File: src/rtl/bit_serial_adder.sv
// bit_serial_adder: WIDTH-bit unsigned adder that processes one bit per clock, LSB first,
// through a single full-adder cell with enable. Carry lives in a register between bits.
//
// Ports:
//   clk        rising-edge clock
//   rst        synchronous active-high reset
//   in_valid   a, b, cin are valid          in_ready   block can accept an operand set
//   a, b       WIDTH-bit operands           cin        carry into bit 0
//   out_valid  sum/cout are valid           out_ready  consumer accepts the result
//   sum        (a + b + cin) mod 2^WIDTH    cout       carry out of bit WIDTH-1
module bit_serial_adder #(
    parameter int unsigned WIDTH = 8
) (
    input  logic             clk,
    input  logic             rst,
    input  logic             in_valid,
    output logic             in_ready,
    input  logic [WIDTH-1:0] a,
    input  logic [WIDTH-1:0] b,
    input  logic             cin,
    output logic             out_valid,
    input  logic             out_ready,
    output logic [WIDTH-1:0] sum,
    output logic             cout
);

    localparam int unsigned CntW = $clog2(WIDTH + 1);
    localparam logic [CntW-1:0] LastBit = CntW'(WIDTH - 1);

    typedef enum logic [1:0] {StIdle, StAdd, StDone} state_e;

    state_e            state_q;
    logic [WIDTH-1:0]  a_sh_q;
    logic [WIDTH-1:0]  b_sh_q;
    logic [WIDTH-1:0]  sum_sh_q;
    logic [WIDTH-1:0]  sum_q;
    logic              carry_q;
    logic              cout_q;
    logic              out_valid_q;
    logic [CntW-1:0]   bit_cnt_q;

    // Full-adder cell, active only in ADD.
    logic             fa_en;
    logic             fa_sum;
    logic             fa_carry;
    logic [WIDTH-1:0] sum_bit_msb;
    logic [WIDTH-1:0] sum_sh_d;

    always_comb begin
        fa_en    = (state_q == StAdd);
        fa_sum   = fa_en & (a_sh_q[0] ^ b_sh_q[0] ^ carry_q);
        fa_carry = fa_en & ((a_sh_q[0] & b_sh_q[0]) | (a_sh_q[0] & carry_q) |
                            (b_sh_q[0] & carry_q));
        // Built this way so WIDTH=1 needs no zero-width slice.
        sum_bit_msb            = '0;
        sum_bit_msb[WIDTH-1]   = fa_sum;
        sum_sh_d               = (sum_sh_q >> 1) | sum_bit_msb;
    end

    always_ff @(posedge clk) begin
        if (rst) begin
            state_q     <= StIdle;
            a_sh_q      <= '0;
            b_sh_q      <= '0;
            sum_sh_q    <= '0;
            sum_q       <= '0;
            carry_q     <= 1'b0;
            cout_q      <= 1'b0;
            out_valid_q <= 1'b0;
            bit_cnt_q   <= '0;
        end else begin
            unique case (state_q)
                StIdle: begin
                    if (in_valid) begin
                        a_sh_q    <= a;
                        b_sh_q    <= b;
                        carry_q   <= cin;
                        bit_cnt_q <= '0;
                        state_q   <= StAdd;
                    end
                end
                StAdd: begin
                    a_sh_q    <= a_sh_q >> 1;
                    b_sh_q    <= b_sh_q >> 1;
                    carry_q   <= fa_carry;
                    sum_sh_q  <= sum_sh_d;
                    bit_cnt_q <= bit_cnt_q + CntW'(1);
                    if (bit_cnt_q == LastBit) begin
                        sum_q       <= sum_sh_d;
                        cout_q      <= fa_carry;
                        out_valid_q <= 1'b1;
                        state_q     <= StDone;
                    end
                end
                StDone: begin
                    if (out_ready) begin
                        out_valid_q <= 1'b0;
                        state_q     <= StIdle;
                    end
                end
                default: state_q <= StIdle;
            endcase
        end
    end

    // Held low during reset so nothing is offered to the producer until release.
    assign in_ready  = (state_q == StIdle) && !rst;
    assign out_valid = out_valid_q;
    assign sum       = sum_q;
    assign cout      = cout_q;

endmodule
File: config.mk
export PLATFORM = sky130hd
export DESIGN_NAME = bit_serial_adder
export DESIGN_NICKNAME = d
export VERILOG_FILES = /design/src/rtl/bit_serial_adder.sv
export SDC_FILE = /design/constraint.sdc
export NUM_CORES = 1
export LEC_CHECK = 0
export CAP_MARGIN = 0
export CORE_UTILIZATION = 45
export CTS_CLUSTER_DIAMETER = 120
export DETAILED_ROUTE_END_ITERATION = 8
export PLACE_DENSITY_LB_ADDON = 0.12
export SLEW_MARGIN = 20
export SYNTH_ARGS = -nofsm -noshare
export SYNTH_HDL_FRONTEND = slang
export SYNTH_SLANG_ARGS = --single-unit
export TNS_END_PERCENT = 20
File: constraint.sdc
create_clock -name clk -period 2.6 [get_ports clk]
set_input_delay 0.52 -clock clk [delete_from_list [all_inputs] [get_ports clk]]
set_output_delay 0.52 -clock clk [all_outputs]
set_load 0.01 [all_outputs]
* Word level (Yosys, flattened, before mapping)
Index checks and enable logic that the tools add are counted.
** Operators by class
- Add/subtract/negate cells :: 1
- Eq/ne operators :: 6
- Multiplexer cells :: 15
- Bitwise logic cells :: 10
- Reductions and logical operators :: 9
** Operators with widths (number)
- 8-bit one-hot mux with 2 select lines :: 2
- 8-bit 2-to-1 mux :: 2
- 7-bit by 8-bit bitwise OR with 8-bit output :: 1
- 4-bit one-hot mux with 2 select lines :: 1
- 2-bit 2-to-1 mux :: 3
- 2-bit one-hot mux with 3 select lines :: 1
- 3-bit AND reduction :: 2
- 1-bit bitwise AND :: 5
- 4-bit by 1-bit adder with 4-bit output (second input constant) :: 1
- 4-bit by 3-bit equality test with 1-bit output (second input constant) :: 1
- 4-bit 2-to-1 mux :: 1
- 2-bit inequality test (second input constant) :: 2
- 1-bit one-hot mux with 2 select lines :: 2
- 2-bit AND reduction :: 2
- 2-bit nonzero test :: 2
- 1-bit 2-to-1 mux :: 3
- 2-bit by 1-bit equality test with 1-bit output (second input constant) :: 1
- 2-bit equality test (second input constant) :: 1
- 2-bit zero test :: 1
- 2-bit by 1-bit inequality test with 1-bit output (second input constant) :: 1
- 1-bit bitwise OR :: 2
- 1-bit bitwise XOR :: 2
- 1-bit logical AND :: 1
- 1-bit zero test :: 1
** Word-level totals
- Register bits after elaboration :: 41
- Input port bits :: 21
- Logic and storage cells :: 50

* Longest topological paths before layout
Gate-level depths: netlist (run 1).
- Depth after elaboration :: 5
- Gate-level depth with buffers :: 6
- Mapped depth without buffers :: 4

* Least setup slack after synthesis (run 1)
Ideal clock, no wire load.
- Kind :: input to output
- From :: input port rst
- To :: output port in_ready
- Arrival time :: 1.107 ns
- Data required time :: 2.080 ns
- Slack :: 0.973 ns
- Stages :: 3
- Buffers on the path :: 2
- Cell sequence :: clkbuf_1 > clkbuf_1 > nor3_1
** On the way
- Cells in the longest elaborated chain, start to end :: 2
** RTL lines
- start, declared :: line 15 : input logic rst,
- 1-bit zero test :: line 107 : assign in_ready = (state_q == StIdle) && !rst;
- 1-bit logical AND :: line 107
- end, declared :: line 17 : output logic in_ready,
No other way between the ends.

* Worst setup path in the final report (run 1)
Same ends and word-level chain as after synthesis.

==> results of run 1 <==
## sequential cells by signal, indices dropped and copies added (netlist names)
name,cells
out_valid,1
sum_sh_q,7
cout,1
sum,8
a_sh_q,8
bit_cnt_q,4
state_q,2
carry_q,1
b_sh_q,8
## cells by family (layout without fill, tap and decap cells)
family,after synthesis,after routing,share of synthesized area
AO/OA/AOI/OAI,74,74,0.2972
flip-flops,40,40,0.4333
buffers and inverters,28,52,0.07989
adder cells (fa/ha/maj),2,2,0.01760
AND/OR/NAND/NOR,71,71,0.1720
## area by class of cell
| class | instances | area, sq um |
|---|---|---|
| Multi-Input combinational cell | 147 | 899.6 |
| Clock buffer | 8 | 90.09 |
| Timing Repair Buffer | 36 | 347.8 |
| Inverter | 8 | 30.03 |
| Fill cell | 341 | 1570 |
| Tap cell | 48 | 60.06 |
| Sequential cell | 40 | 800.8 |
## how the worst max path moves through the flow
stage	startpoint	endpoint
floorplan	rst	in_ready
finish	rst	in_ready
global placement	rst	in_ready
CTS	rst	in_ready
global route	rst	in_ready
detailed placement	rst	in_ready
## routing by layer
layer	global-route usage	wire length [microns]
met5	0	0
met4	0.09840	68
met3	0.04655	142
met2	0.3788	2065
met1	0.2311	1745
## synth_stat cells, drive strengths merged, types with 2 or more instances
| cell | instances |
|---|---|
| dfxtp | 40 |
| nor2 | 30 |
| a21oi | 27 |
| nand2 | 17 |
| a211oi | 13 |
| buf | 13 |
| nand3 | 10 |
| o2bb2ai | 9 |
| inv | 8 |
| a21bo | 7 |
| clkbuf | 7 |
| o22ai | 5 |
| nor2b | 4 |
| nand2b | 3 |
| o221a | 3 |
| a2111oi | 2 |
## stage by stage
step / power, mW / std cells / hold WS, ps / cell area (sq um) / setup slack (ps)
6_report: 1.242 / 287 / 472.1 / 2228 / 374.0
5_1_grt: 1.308 / 287 / 495.4 / 2228 / 326.9
4_1_cts: 1.254 / 287 / 476.5 / 2228 / 356.5
3_5_place_dp: 0.8365 / 279 / 466.5 / 2138 / 356.5
3_3_place_gp: 0.8290 / 279 / 444.3 / 2138 / 350.8
2_1_floorplan: 0.7810 / 215 / 436.6 / 1848 / 973.0
## tightest hold or removal path, stage by stage, from the launching register on
cell	delay, ps
dfxtp_1	310
nand2_1	50
a21oi_1	60
## where the power goes
group | internal (mW) | switching, mW
Sequential | 0.641 | 0.0205
Combinational | 0.0774 | 0.0820
Clock | 0.216 | 0.204
==> summary.md, run 1 <==
| Metric | Value |
|---|---|
| Boundary pin count | `32` |
| Crit path launch type | `primary input` |
| Max VDD drop | `about 0.30 mV` |
| Critical path depth | `3` |
| Synthesized cell area | `0.001848 sq mm` |
| WL per Instance | `between 10 and 15 microns` |
| Final Wtd Congestion | `0.7544` |
| Delay-heaviest family, CP | `buffers and inverters` |
| CP peak stage delay | `570 ps` |
| Reg2Reg Setup Slack | `760 ps` |
| Hold endpoint | `sum_sh_q[1]` |
| Insertion delay to the later sink of the worst-skew pair | `290 ps` |
| Synth-to-Final Area Change | `20.58%` |
| Setup TNS | `0 ps` |
| Yosys warns | `0` |
| NumNets Final | `roughly 260` |
| Initial Utilization | `0.4865` |
| Detailed Place HPWL | `between 2000 and 3000 microns` |
| Post-CTS Resized | `0` |
| Crit path capture type | `primary output` |
| Commonest non-fill, non-tap cells in the layout | `dfxtp_1 (40), clkdlybuf4s50_1 (31), nor2_1 (30), a21oi_1 (27), nand2_1 (17)` |
| FP Rows | `22` |
| First-pass GRT wire length | `about 6800 microns` |
| Worst-Margin Slew | `880.6 ps` |
| Max Transition Viols Final | `0` |
| Bufs and invs on worst path | `2` |
| Number of synthesized register bits | `40` |
| F_max | `0.4492 GHz` |
| Register area share after synthesis | `0.4333` |
| Final setup fails | `0` |
| # diodes | `0` |
| WL final | `4021 microns` |
| Htree depth | `2` |
| Share of synthesized registers carrying an async set or reset | `0` |
| Leakage | `0.7973 nW` |
| Largest net degree at the start of global routing | `42` |
| Drt first-iter violations | `108` |
| DR vias/cell | `roughly 5.6` |
| Post-CTS setup buffers | `0` |
| Crit path required time | `roughly 2100 ps` |
| Worst path arrival time | `around 1700 ps` |
| Maxcap violations | `0` |
| Top post-synthesis cells by area | `dfxtp_1 (43%), a21oi_1 (7.3%), nor2_1 (6.1%)` |
| Hold Path Depth | `2` |
| Mapped Nets | `238` |
| Post-synth top area cell | `dfxtp_1` |
| ANT nets after route | `0` |
| Relative slew slack | `0.4129` |
| Top cell type's share of synthesized area | `0.4333` |
| Clock skew | `7.833 ps` |
| Worst Path Max Fanout | `2` |
| Worst r2r src | `state_q[0]` |
| Die height | `66.09 microns` |
| Hold_buf cts | `0` |
| Synth unique cells | `36` |
| Worst hold path type | `reg2reg` |
| CTS tree | `yes` |
| Mean Syn Cell Area | `between 8 and 9 sq um` |
| Status | `finished clean` |
| CTS root buf | `clkbuf_8` |
| Min cycle time layout | `roughly 2200 ps` |
| Total CTS buffers | `5` |
| Initial antenna violation count | `0` |
| Number of synthesized flops with an enable pin | `0` |
| Final Hold Fails | `0` |
| Reg2reg path depth | `3` |
| Critical path class | `in2out` |
| DIE AREA | `around 0.0044 sq mm` |
| Vias in the first global route | `1,534` |
| Post-synth top flop | `dfxtp_1` |
| DR pass1 iterations | `4` |
| Via count | `1,598` |
| Port-buffer cells | `31` |
| Crit share post-route | `0.8561` |
| Clock sink count | `40` |
| GRT Util Overall | `0.2101` |
| Core area | `0.003799 sq mm` |
| Grt total ovfl | `0` |
| CP max stage cell | `clkdlybuf4s50_1` |
| Pwr/cell area | `557.2 mW/mm^2` |
| Layout cells sized above 1 | `0.1130` |
| RSZ-0062 raised after global routing | `no` |
| Hold_sp | `sum_sh_q[1]` |
| Most common cell after layout, fill and taps aside | `dfxtp_1` |
| Most used cell, CP | `clkdlybuf4s50_1` |
| Die width | `66.09 microns` |
| Final Util | `0.5866` |
| Reg2reg end | `cout` |
| Clock Path Buffers | `2` |
| CP cell instances | `clkdlybuf4s50_1 -> nor3_1 -> clkdlybuf4s50_1` |
| Syn Inst Count | `215` |
| CTS clock-pin slew for the worst setup and hold paths | `approximately 70 ps` |
| DRC Markers | `0` |
(Power assumes the default switching activity.)
==> run 2, diff against run 1 <==
CORE_ASPECT_RATIO = 1.1   (was not set)
CORE_UTILIZATION = 40   (was 45)
==> summary.md, run 2 (synthesis gave the netlist of run 1 again) <==
| Metric | Value |
|---|---|
| Worst path arrival time | `1730 ps (+20 ps)` |
| Initial antenna violation count | `0 (unchanged)` |
| Boundary pin count | `32 (unchanged)` |
| NumNets Final | `261 (unchanged)` |
| End of the critical path | `in_ready` |
| CTS clock-pin slew for the worst setup and hold paths | `70 ps (about the same)` |
| DR pass1 iterations | `4 (unchanged)` |
| Clock Path Buffers | `2 (unchanged)` |
| Clock sink count | `40 (unchanged)` |
| Final Hold Fails | `0 (unchanged)` |
| Layout cells sized above 1 | `0.1213 (+0.008368)` |
| Crit share post-route | `0.8657 (+0.009586)` |
| Status | `finished clean` |
| Synth-to-Final Area Change | `21.12%` |
| Reg2reg end | `cout` |
| Final Wtd Congestion | `0.7331 (-2.8%)` |
| GRT Util Overall | `0.1816 (-0.02852)` |
| Drt first-iter violations | `94 (-13%)` |
| Die height | `73.29 microns (+11%)` |
| ANT nets after route | `0 (unchanged)` |
| Worst r2r src | `bit_cnt_q[0]` |
| Post-layout instance area | `0.002238 sq mm (+0.45%)` |
| Htree depth | `2 (unchanged)` |
| Largest net degree at the start of global routing | `42 (unchanged)` |
| F_max | `0.4443 GHz (-1.1%)` |
| FP Rows | `25 (+14%)` |
| Initial Utilization | `0.4220 (-0.06450)` |
| Post-CTS setup buffers | `0 (unchanged)` |
| Detailed Place HPWL | `2557 microns (-6.6%)` |
| Critical path class | `in2out` |
| CTS tree | `yes` |
| Final std cells w/o fill | `293 (+2.1%)` |
| WL per Instance | `13.21 microns (-5.7%)` |
| Relative slew slack | `0.5295 (+0.1166)` |
| Crit path capture type | `primary output` |
| Worst hold path type | `reg2reg` |
| Final setup fails | `0 (unchanged)` |
| Final Util | `0.5111 (-0.07548)` |
| DIE AREA | `0.004896 sq mm (+12%)` |
| Crit path required time | `2080 ps (about the same)` |
| Worst Path Max Fanout | `2 (unchanged)` |
| WL final | `3871 microns (-3.7%)` |
| DRC Markers | `0 (unchanged)` |
| Crit path from | `rst` |
| Fill cells | `458 (+34%)` |
| Area post-placement | `0.002146 sq mm (+0.35%)` |
| Maxcap violations | `0 (unchanged)` |
| Max VDD drop | `0.2425 mV (-19%)` |
| Core area | `0.004379 sq mm (+15%)` |
| Port-buffer cells | `31 (unchanged)` |
| Clock skew | `7.165 ps (-0.6674 ps)` |
| First-pass GRT wire length | `6789 microns (-0.21%)` |
| # diodes | `0 (unchanged)` |
| Most common cell after layout, fill and taps aside | `dfxtp_1` |
| Placed insts | `285 (+2.2%)` |
| Worst-Margin Slew | `705.7 ps (-174.9 ps)` |
| Hold_buf cts | `0 (unchanged)` |
| Total CTS buffers | `5 (unchanged)` |
| Die width | `66.81 microns (+1.1%)` |
| Insertion delay to the later sink of the worst-skew pair | `290 ps (about the same)` |
| Setup TNS | `0 ps (unchanged)` |
| Crit path launch type | `primary input` |
| Commonest non-fill, non-tap cells in the layout | `dfxtp_1 (40), clkdlybuf4s50_1 (31), nor2_1 (30), a21oi_1 (27), nand2_1 (17)` |
| Via count | `1,571 (-1.7%)` |
| CTS root buf | `clkbuf_8` |
| Pwr/cell area | `555.5 mW/mm^2 (-0.30%)` |
| Leakage | `0.8030 nW (+0.71%)` |
| Reg2Reg Setup Slack | `920 ps (+160 ps)` |
| Grt total ovfl | `0 (unchanged)` |
| Post-CTS Resized | `0 (unchanged)` |
| DR vias/cell | `5.362 (-3.7%)` |
| Vias in the first global route | `1,472 (-4.0%)` |
| Min cycle time layout | `2251 ps (+24.92 ps)` |
| Max Transition Viols Final | `0 (unchanged)` |
| RSZ-0062 raised after global routing | `no` |
| Reg2reg path depth | `4 (+1)` |
-- run 2: cell types whose count changed in the layout (fill, tap and decap cells not counted) --
cell | previous run | this run
clkbuf_1 | 2 | 0
clkinv_2 | 0 | 2
-- run 2: final cells by class --
class / instances / area, sq um / share of cell area
Tap cell: 54 / 67.56 / 0.03018
Timing Repair Buffer: 36 / 347.8 / 0.1554
Clock inverter: 2 / 10.01 / 0.004472
Clock buffer: 6 / 82.58 / 0.03689
Sequential cell: 40 / 800.8 / 0.3577
Inverter: 8 / 30.03 / 0.01342
Multi-Input combinational cell: 147 / 899.6 / 0.4019
-- run 2: power by group --
group	switching [mW]	internal (mW)	total, mW
clock	0.212	0.212	0.423
sequential	0.0174	0.641	0.659
combinational	0.0840	0.0777	0.162
-- run 2: worst min-delay path by stage --
stage	from	endpoint	slack, ps	cells past startpoint
after global placement	sum_sh_q[1]	sum_sh_q[1]	450	2
after detailed placement	sum_sh_q[1]	sum_sh_q[1]	460	2
after global routing	sum_sh_q[1]	sum_sh_q[1]	480	2
after floorplan	sum_sh_q[1]	sum_sh_q[1]	440	2
after CTS	sum_sh_q[1]	sum_sh_q[1]	470	2
final	sum_sh_q[1]	sum_sh_q[1]	460	2
-- run 2: stage by stage --
stage                     power (mW)  worst slack [ps]  hold slack (ps)
after CTS                      1.259             333.0            467.9
after floorplan               0.7810             973.0            436.6
final                          1.244             349.1            463.1
after global placement        0.8359             326.4            451.6
after global routing           1.315             317.6            483.1
after detailed placement      0.8360             333.0            455.9
-- run 2: worst max-delay path, stage by stage --
cell,delay (ps)
clkdlybuf4s50_1,440
nor3_1,200
clkdlybuf4s50_1,580
-- run 2: metal layers --
layer / global-route usage / wire (microns)
met3: 0.03571 / 114
met2: 0.2974 / 1875
met5: 0 / 0
met4: 0.06383 / 56
met1: 0.2360 / 1826
==> run 3, diff against run 2 <==
SLEW_MARGIN = not set   (was 20)
==> results of run 3 <==
No change in the layout: final DEF, timing and power equal those of run 2.
==> variant (config.mk and constraints of run 3) <==
The parameter `WIDTH` goes from 8 to 16.
--- a/src/rtl/bit_serial_adder.sv
+++ b/src/rtl/bit_serial_adder.sv
@@ -9,7 +9,7 @@
 //   out_valid  sum/cout are valid           out_ready  consumer accepts the result
 //   sum        (a + b + cin) mod 2^WIDTH    cout       carry out of bit WIDTH-1
 module bit_serial_adder #(
-    parameter int unsigned WIDTH = 8
+    parameter int unsigned WIDTH = 16
 ) (
     input  logic             clk,
     input  logic             rst,
Ports: changed (resized a, b and sum); port bits go from 32 to 56. The function was not compared with the original's and may differ.
==> variant against run 3 <==
- final cell count grew 96%
- total power grew 100%
- maximum frequency grew 2.8%
- cell area grew 83%
- wire length grew 90%
- sequential cell count grew 33
- area after synthesis grew 80%
- setup slack gained 0.062 ns
- critical endpoint unchanged
- largest cell class unchanged
==> variant: results <==
metrics = {
    "grt": {
        "grt_usage_pct": 18.51,
        "grt_start_max_net_pins": 75,
        "grt_pass1_vias": 2884,
        "grt_pass1_wl_um": 12720,
    },
    "route": {
        "routed_wl_um": 7352,
        "viasPerCell": 5.132,
        "initialDrtViolationCount": 140,
    },
    "pwr": {
        "cellLeakagePower_nw": 1.549,
        "max-vdd-ir-drop_mv": 0.2818,
        "intPower_mw": 1.867,
    },
    "yosys": {
        "syn-instance-count": 424,
        "synthTopCellsByCount": "a21oi_1 (90), dfxtp_1 (73), nand2_1 (64)",
        "synthTopCellsByArea": "dfxtp_1 (44%), a21oi_1 (14%), o221a_2 (9.8%)",
        "syn-num-nets": 464,
        "yosysSeqAreaShare_pct": 43.83,
        "synthDistinctLibCells": 34,
    },
    "critical_path": {
        "crit_fanout": 8,
        "critPathArrivalTime_ns": 1.67,
    },
    "place": {
        "post-place-ws_ns": 0.5650,
        "port_buffers": 55,
        "dpl.cell_count": 558,
        "dp_hpwl_um": 4516,
        "gp_congestion": 0.6867,
    },
    "outcome": {
        "status": "finished clean",
    },
    "finish": {
        "fin_cells": 574,
        "drive_gt1_share_pct": 13.09,
        "finalNetCount": 501,
    },
    "sta": {
        "slew_headroom_pct": 47.41,
        "finClkSkew_ns": 0.01156,
    },
    "clocking": {
        "htreeDepth": 3,
        "cts_inserted_buffers": 9,
        "clk_latency_ns": 0.35,
    },
}
[variant: cell type report]
| class | instances | area (sq um) |
|---|---|---|
| Tap cell | 108 | 135.1 |
| Fill cell | 812 | 3892 |
| Clock buffer | 9 | 123.9 |
| Sequential cell | 73 | 1463 |
| Clock inverter | 7 | 102.6 |
| Multi-Input combinational cell | 284 | 1572 |
| Inverter | 31 | 116.4 |
| Timing Repair Buffer | 62 | 593.1 |
[variant: power by group through the flow]
stage	Combinational (mW)	Sequential [mW]	Clock, mW
6_report	0.290	1.21	1.01
5_1_grt	0.326	1.22	1.09
4_1_cts	0.291	1.21	1.04
3_5_place_dp	0.290	1.24	0
3_3_place_gp	0.285	1.23	0
2_1_floorplan	0.204	1.22	0
[variant: worst paths after layout]
kind,from,end,slack (ns)
max,state_q[0]$_SDFFE_PP0P_,in_ready,0.41
min reg2reg,sum[12]$_SDFFE_PP0P_,sum[12]$_SDFFE_PP0P_,0.45
max reg2reg,state_q[0]$_SDFFE_PP0P_,sum[15]$_SDFFE_PP0P_,0.55
min,sum[12]$_SDFFE_PP0P_,sum[12]$_SDFFE_PP0P_,0.45
[variant: cell families after synthesis]
group	synth area share, %
AO/OA/AOI/OAI	28.03
adder cells (fa/ha/maj)	1.351
buffers and inverters	9.118
flip-flops	43.83
AND/OR/NAND/NOR	17.67
[variant: per-stage QoR]
step                      utilization (%)  hold slack [ns]  instance area (sq um)  power (mW)
after detailed placement            48.50           0.4456                   3879       1.526
final                               51.33           0.4540                   4105       2.511
after CTS                           51.33           0.4584                   4105       2.537
after floorplan                         -           0.4321                   3334       1.428
after global placement              48.50           0.4425                   3879       1.519
after global routing                51.33           0.4811                   4105       2.634
[variant: worst max-delay path: cells and delay by family (launching register included)]
kind,cells,cell delay (ns)
buffers and inverters,1,0.59
AND/OR/NAND/NOR,1,0.31
flip-flops,1,0.43
[variant: per-layer routing]
layer	track usage (%)	wire, um	vias to the layer above
met5	0	0	-
met4	8.669	133	0
met3	2.959	226	10
met2	30.65	3446	59
met1	23.26	3544	1367
li1	-	-	1510
